[src/rtl/gray_counter_if.sv]
// rtl/gray_counter_if.sv - control and count bus of the Gray-code counter
//
// Purpose: groups the count controls and the registered count outputs.
// Signals:
//   en        master->slave  count enable
//   up        master->slave  direction, 1 = increment
//   load      master->slave  parallel load strobe
//   load_bin  master->slave  binary value to load
//   gray      slave->master  registered Gray-code count
//   bin       slave->master  registered binary count
//   term      slave->master  range end reached on the previous step
interface gray_counter_if #(
   parameter int WIDTH = 4
);
   logic             en;
   logic             up;
   logic             load;
   logic [WIDTH-1:0] load_bin;
   logic [WIDTH-1:0] gray;
   logic [WIDTH-1:0] bin;
   logic             term;

   modport master (
      output en, up, load, load_bin,
      input  gray, bin, term
   );

   modport slave (
      input  en, up, load, load_bin,
      output gray, bin, term
   );
endinterface

[src/rtl/gray_counter.sv]
// rtl/gray_counter.sv - up/down counter with registered Gray and binary outputs
//
// Purpose: binary up/down counter with parallel load, wrap or saturate at the
// range ends, and a one-cycle terminal flag. The Gray code is derived from the
// next binary value and registered on the same edge, so gray and bin always
// move together and gray never glitches.
// Ports:
//   clk   rising-edge clock
//   rst   synchronous reset, active-high; clears count and term
//   bus   gray_counter_if.slave: en/up/load/load_bin in, gray/bin/term out
// Parameters:
//   WIDTH     counter width, 1..32
//   SATURATE  0 = wrap modulo 2^WIDTH, 1 = hold at the range end
module gray_counter #(
   parameter int WIDTH    = 4,
   parameter int SATURATE = 0
) (
   input  logic          clk,
   input  logic          rst,
   gray_counter_if.slave bus
);

   if (WIDTH < 1 || WIDTH > 32) begin : g_bad_width
      $error("gray_counter: WIDTH must be in 1..32");
   end

   if ($bits(bus.bin) != WIDTH) begin : g_bad_bus
      $error("gray_counter: interface WIDTH does not match counter WIDTH");
   end

   logic [WIDTH-1:0] r_bin;
   logic [WIDTH-1:0] r_gray;
   logic             r_term;

   logic [WIDTH-1:0] w_bin_nxt;
   logic [WIDTH-1:0] w_gray_nxt;
   logic             w_term_nxt;
   logic             w_at_max;
   logic             w_at_min;

   assign w_at_max = (r_bin == {WIDTH{1'b1}});
   assign w_at_min = (r_bin == {WIDTH{1'b0}});

   // Priority load > en; reset is handled in the register process.
   always_comb begin
      w_bin_nxt  = r_bin;
      w_term_nxt = 1'b0;
      if (bus.load) begin
         w_bin_nxt = bus.load_bin;
      end else if (bus.en) begin
         if (bus.up) begin
            if (w_at_max) begin
               w_term_nxt = 1'b1;
               if (SATURATE == 0) begin
                  w_bin_nxt = {WIDTH{1'b0}};
               end
            end else begin
               w_bin_nxt = r_bin + 1'b1;
            end
         end else begin
            if (w_at_min) begin
               w_term_nxt = 1'b1;
               if (SATURATE == 0) begin
                  w_bin_nxt = {WIDTH{1'b1}};
               end
            end else begin
               w_bin_nxt = r_bin - 1'b1;
            end
         end
      end
   end

   // Gray is computed from the next binary value so both registers load together.
   assign w_gray_nxt = w_bin_nxt ^ (w_bin_nxt >> 1);

   always_ff @(posedge clk) begin
      if (rst) begin
         r_bin  <= {WIDTH{1'b0}};
         r_gray <= {WIDTH{1'b0}};
         r_term <= 1'b0;
      end else begin
         r_bin  <= w_bin_nxt;
         r_gray <= w_gray_nxt;
         r_term <= w_term_nxt;
      end
   end

   assign bus.bin  = r_bin;
   assign bus.gray = r_gray;
   assign bus.term = r_term;

endmodule

[src/flat_wrapper.sv]
// flat-port wrapper written by rule: the top's interface ports become plain ports
module gray_counter_flat 
#(
   parameter int WIDTH    = 4,
   parameter int SATURATE = 0
)
  (clk, rst, bus_en, bus_up, bus_load, bus_load_bin, bus_gray, bus_bin, bus_term);
  gray_counter_if #(.WIDTH(WIDTH)) bus_i ();
  input  logic clk;
  input  logic rst;
  input wire logic [$bits(bus_i.en)-1:0] bus_en;
  input wire logic [$bits(bus_i.up)-1:0] bus_up;
  input wire logic [$bits(bus_i.load)-1:0] bus_load;
  input wire logic [$bits(bus_i.load_bin)-1:0] bus_load_bin;
  output wire logic [$bits(bus_i.gray)-1:0] bus_gray;
  output wire logic [$bits(bus_i.bin)-1:0] bus_bin;
  output wire logic [$bits(bus_i.term)-1:0] bus_term;
  assign bus_i.en = bus_en;
  assign bus_i.up = bus_up;
  assign bus_i.load = bus_load;
  assign bus_i.load_bin = bus_load_bin;
  assign bus_gray = bus_i.gray;
  assign bus_bin = bus_i.bin;
  assign bus_term = bus_i.term;
  gray_counter #(.WIDTH(WIDTH), .SATURATE(SATURATE)) u_core (.clk(clk), .rst(rst), .bus(bus_i));
endmodule
[config.mk]
export PLATFORM = sky130hd
export DESIGN_NAME = gray_counter_flat
export DESIGN_NICKNAME = d
export VERILOG_FILES = /design/src/rtl/gray_counter_if.sv /design/src/rtl/gray_counter.sv /design/src/flat_wrapper.sv
export SDC_FILE = /design/constraint.sdc
export NUM_CORES = 1
export LEC_CHECK = 0
export CAP_MARGIN = 40
export CORE_AREA = 2 2 39 41
export DETAILED_ROUTE_END_ITERATION = 7
export DIE_AREA = 0 0 41 43
export PLACE_DENSITY = 0.69
export SYNTH_ARGS = -nofsm -noshare
export SYNTH_HDL_FRONTEND = slang
export SYNTH_SLANG_ARGS = --single-unit
[constraint.sdc]
create_clock -name clk -period 2.2 [get_ports clk]
set_input_delay 0.55 -clock clk [delete_from_list [all_inputs] [get_ports clk]]
set_output_delay 0.55 -clock clk [all_outputs]
set_load 0.005 [all_outputs]
---- Yosys cells after proc, flatten, opt, wreduce, memory -nomap -nowiden ----
Index checks and enable logic that the tools add are counted.
cells by class
  add/subtract/negate cells ............... 2
  $mul .................................... 0
  equality and inequality tests ........... 1
  bitwise operators ....................... 2
  $lt $le $gt $ge ......................... 0
  muxes and demuxes ....................... 8
  reductions and logical operators ........ 2
  div/mod/pow operators ................... 0
  shift operators ......................... 0
operators with widths
  kind                                                                 count
  4-bit two-way mux                                                    5
  4-bit by 1-bit adder with 4-bit output (second input constant)       1
  4-bit equality test (second input constant)                          1
  4-bit logical NOT                                                    1
  4-bit by 1-bit subtractor with 4-bit output (second input constant)  1
  4-bit by 3-bit bitwise XOR with 4-bit output                         1
  1-bit two-way mux                                                    3
  3-bit OR reduction                                                   1
  1-bit inverter                                                       1
storage, ports and cells
  word-level logic and storage cells ...... 18
  output and inout bits ................... 9
  bits in latches ......................... 0
  input port bits ......................... 9
  memories kept ........................... 0
  bits in writable memories ............... 0
  memory bits (read-only) ................. 0
  flip-flop bits (word level) ............. 9

---- Longest topological paths before layout ----
  word-level depth ........................ 6
  mapped depth ............................ 7
  depth with buffers taken out ............ 7

---- Worst setup path after synthesis ----
Ideal clock, no wire load.
  path kind ............................... in2reg
  from .................................... in bus_up
  to ...................................... reg u_core.r_gray[0] (netlist: u_core.bus.gray[0])
  setup time .............................. 126 ps
  slack ................................... 567 ps
  buffers on the path ..................... 1
  required time ........................... 2074 ps
  stages on the path ...................... 6
  arrival time ............................ 1507 ps
  cell sequence ........................... buf_6 -> or4b_1 -> nand2_1 -> a221oi_2 -> xnor2_1 -> nor2_1
between the ends
  cells in the longest elaborated chain, start to end .. 4
RTL lines
  item                                          line                text
  from (decl)                                   flat_wrapper.sv:12  input wire logic [$bits(bus_i.up)-1:0] bus_up;
  4-bit two-way mux                             gray_counter.sv:51  if (bus.up) begin
  4-bit two-way mux                             gray_counter.sv:50  end else if (bus.en) begin
  4-bit two-way mux                             gray_counter.sv:48  if (bus.load) begin
  4-bit by 3-bit bitwise XOR with 4-bit output  gray_counter.sv:74  assign w_gray_nxt = w_bin_nxt ^ (w_bin_nxt >> 1);
  to (signal assigned)                          gray_counter.sv:79  r_gray <= {WIDTH{1'b0}};
  to (signal assigned)                          gray_counter.sv:83  r_gray <= w_gray_nxt;
  to (decl)                                     gray_counter.sv:32  logic [WIDTH-1:0] r_gray;
No other way between the ends.
A chain may end at the register's enable or synchronous reset.

---- Final worst setup path ----
  from .................................... in bus_up
  to ...................................... reg u_core.r_gray[2] (netlist: u_core.bus.gray[2])
The elaborated chain is that of the path after synthesis.

==> run_results.csv <==
group,metric,value,unit
status,status,"finished clean",
place,hpwl,775.9,µm
clocking,cts_max_path_buffers,2,
worst_setup_path,path_cells,"clkdlybuf4s50_1, and4_1, a211o_1, a31oi_2, xor2_1, nor2_1",
grt,grt_max_degree,12,
power,comb_power_share,29.9,%
power,internal_power,0.2929,mW
grt,gr-total-overflow,0,
cells_and_area,fin_util,49.91,%
detailed_routing,viasPerCell,5.069,
place,routabilityCongestion,0.6912,
clocking,clk_latency,0.25,ns
logic_synthesis,yosysTopAreaCell,"dfxtp_1",
timing,min_period,1.963,ns
logic_synthesis,ys.flop_type,"dfxtp_1",
floorplan,die_x,41,µm
logic_synthesis,ys_seq_area_share,32.16,%
grt,grt_use_total,13.60,%
logic_synthesis,syn_nets,65,
detailed_routing,routedWlPerCell,11.30,µm
clocking,ctsResizeCount,0,
floorplan,core,0.001384,mm²
logic_synthesis,netlist-cell-type-count,28,
worst_setup_path,required,2.33,ns
timing,drv_slew,0,
place,numPortBuffers,17,
worst_setup_path,cp.buffers_inverters,1,
logic_synthesis,async_flop_share,0,%
clocking,cts-buffers-inserted,3,
grt,grt_pass1_wl,1.621,mm
timing,slew_headroom,69.26,%
hold_path,min_path_type,"flop to flop",
floorplan,placementRows,14,
timing,period_share,89.22,%
worst_setup_path,cp-start-kind,"primary input",
timing,skew,0.005897,ns
clocking,cts_tree,"done",
worst_setup_path,cp.arrival,2.10,ns
timing,max_freq,509.5,MHz
clocking,clkSlewWorstSetupHoldPaths,0.05,ns
power,power_leakage,0.2837,nW
grt,antenna_found_initial,0,
power,seqPwrFrac,42.8,%
floorplan,die_h,43,µm
cells_and_area,nets,84,
logic_synthesis,synth.ff_latch_count,8,
worst_setup_path,end_kind,"flop",
detailed_routing,num_vias,441,
power,swShare,27.28,%
clocking,htree_levels,1,
worst_setup_path,crit_family,"buffers and inverters",
power,power,0.4028,mW
cells_and_area,syn_to_final_growth,38.69,%
clocking,clock_sinks,8,
cells_and_area,diodes,0,
timing,rsz0062_at_grt,"false",
floorplan,floorplan.initialDensity,35.99,%
logic_synthesis,ys.warnings.count,0,
clocking,cts_root_buf,"clkbuf_4",
power,p_sw,0.1099,mW
power,ir_worst_vdd,329.4,µV
worst_setup_path,cpPeakStageDelay,0.55,ns
clocking,cts_setup_buffers,0,
logic_synthesis,yosysMostFrequentCell,"dfxtp_1",
grt,grt_pass1_vias,401,
logic_synthesis,syn-cell-area,498.0,µm²
power,power_density,583.2,mW/mm²
timing,setup_viol,0,
timing,hold_viol,0,
cells_and_area,drive_gt1_share,12.68,%
logic_synthesis,yosysTopAreaCellShare,32.16,%
logic_synthesis,syn_avg_cell_area,9.222,µm²
floorplan,dieArea,0.001763,mm²
detailed_routing,drtAntennaViolNets,0,
logic_synthesis,synth_top_cells_by_area,"dfxtp_1 (32%), mux2i_1 (8.0%), nor2_1 (5.3%)",
worst_setup_path,crit_fanout,7,
detailed_routing,drt_first_pass_iters,4,
worst_setup_path,cp_slowest_cell,"clkdlybuf4s50_1",
detailed_routing,drt_wl_total,983,µm
logic_synthesis,synth.cells.most_frequent,"dfxtp_1 (8), nor2_1 (7), mux2i_1 (4)",
floorplan,pin_count,18,
logic_synthesis,synth_edf_count,0,
timing,worst_slew_pin_slew,0.4483,ns
clocking,holdBufCountCts,0,
power,clock_power_share,27.3,%
detailed_routing,drtIter0Drc,4,
detailed_routing,drc,0,
worst_setup_path,crit_type,"primary input to flop",
logic_synthesis,synth_cells,54,
job,drv_cap,0,
placed cells by master, fill, tap and decap left out, types with 2 or more instances in the layout:
cell,n
xor2_1,3
ha_1,2
inv_1,3
a21oi_1,2
nor3b_1,2
o21ai_0,2
dfxtp_1,8
clkbuf_4,3
nand2_1,3
mux2i_1,4
nor2_1,7
clkdlybuf4s50_1,17
final timing paths:
path                                   end  cells past startpoint  slack [ns]                          from
max          u_core.bus.gray[2]$_SDFF_PP0_                      6        0.24                        bus_up
min             u_core.bus.term$_SDFF_PP0_                      2        0.61  u_core.bus.bin[2]$_SDFF_PP0_
max reg2reg  u_core.bus.gray[2]$_SDFF_PP0_                      7        0.40  u_core.bus.bin[0]$_SDFF_PP0_
min reg2reg     u_core.bus.term$_SDFF_PP0_                      2        0.61  u_core.bus.bin[2]$_SDFF_PP0_
power by group through the flow:
| stage | clock [mW] | sequential [mW] | combinational, mW |
|---|---|---|---|
| after floorplan | 0 | 0.175 | 0.0663 |
| after global placement | 0 | 0.176 | 0.120 |
| final | 0.110 | 0.172 | 0.120 |
| after detailed placement | 0 | 0.176 | 0.121 |
| after CTS | 0.112 | 0.173 | 0.122 |
| after global routing | 0.129 | 0.175 | 0.132 |
per-stage QoR:
stage	hold WS [ns]	instance area (µm²)	cells	setup TNS, ns	worst slack, ns
finish	0.6117	690.7	87	0	0.2371
CTS	0.6177	690.7	87	0	0.2444
global placement	0.6019	668.1	84	-0.007111	-0.007111
detailed placement	0.6051	668.1	84	-0.004453	-0.004453
floorplan	0.5612	498.0	54	0	0.5669
global route	0.6514	690.7	87	0	0.1562
registers in the layout, indices dropped and copies added (netlist names):
name / cells
u_core.bus.bin: 3
u_core.bus.gray: 4
u_core.bus.term: 1
worst reg2reg max path, stage by stage, from the launching register on:
cell      delay [ns]
dfxtp_1         0.45
inv_1           0.10
ha_1            0.23
o21bai_1        0.16
a211o_1         0.30
a31oi_2         0.23
xor2_1          0.18
nor2_1          0.05
routing by layer:
layer  global-route usage [%]  wire length, µm
met2                    20.63              461
met4                    4.000                0
met1                    17.53              453
met5                        0                0
met3                    4.712               68
final cells by class:
| class | instances | area, µm² |
|---|---|---|
| Multi-Input combinational cell | 39 | 299.0 |
| Timing Repair Buffer | 18 | 177.7 |
| Clock buffer | 3 | 22.52 |
| Fill cell | 143 | 693.2 |
| Tap cell | 16 | 20.02 |
| Sequential cell | 8 | 160.2 |
| Inverter | 3 | 11.26 |
cells by family after synthesis:
family | count (synthesis) | share of synthesized area (%)
simple gates | 20 | 24.12
compound gates | 9 | 15.83
xor+xnor | 4 | 7.036
buf+inv | 7 | 7.787
mux | 4 | 8.041
fa+ha+maj | 2 | 5.024
flops | 8 | 32.16
Note: power is estimated with default switching activity, not from simulation.
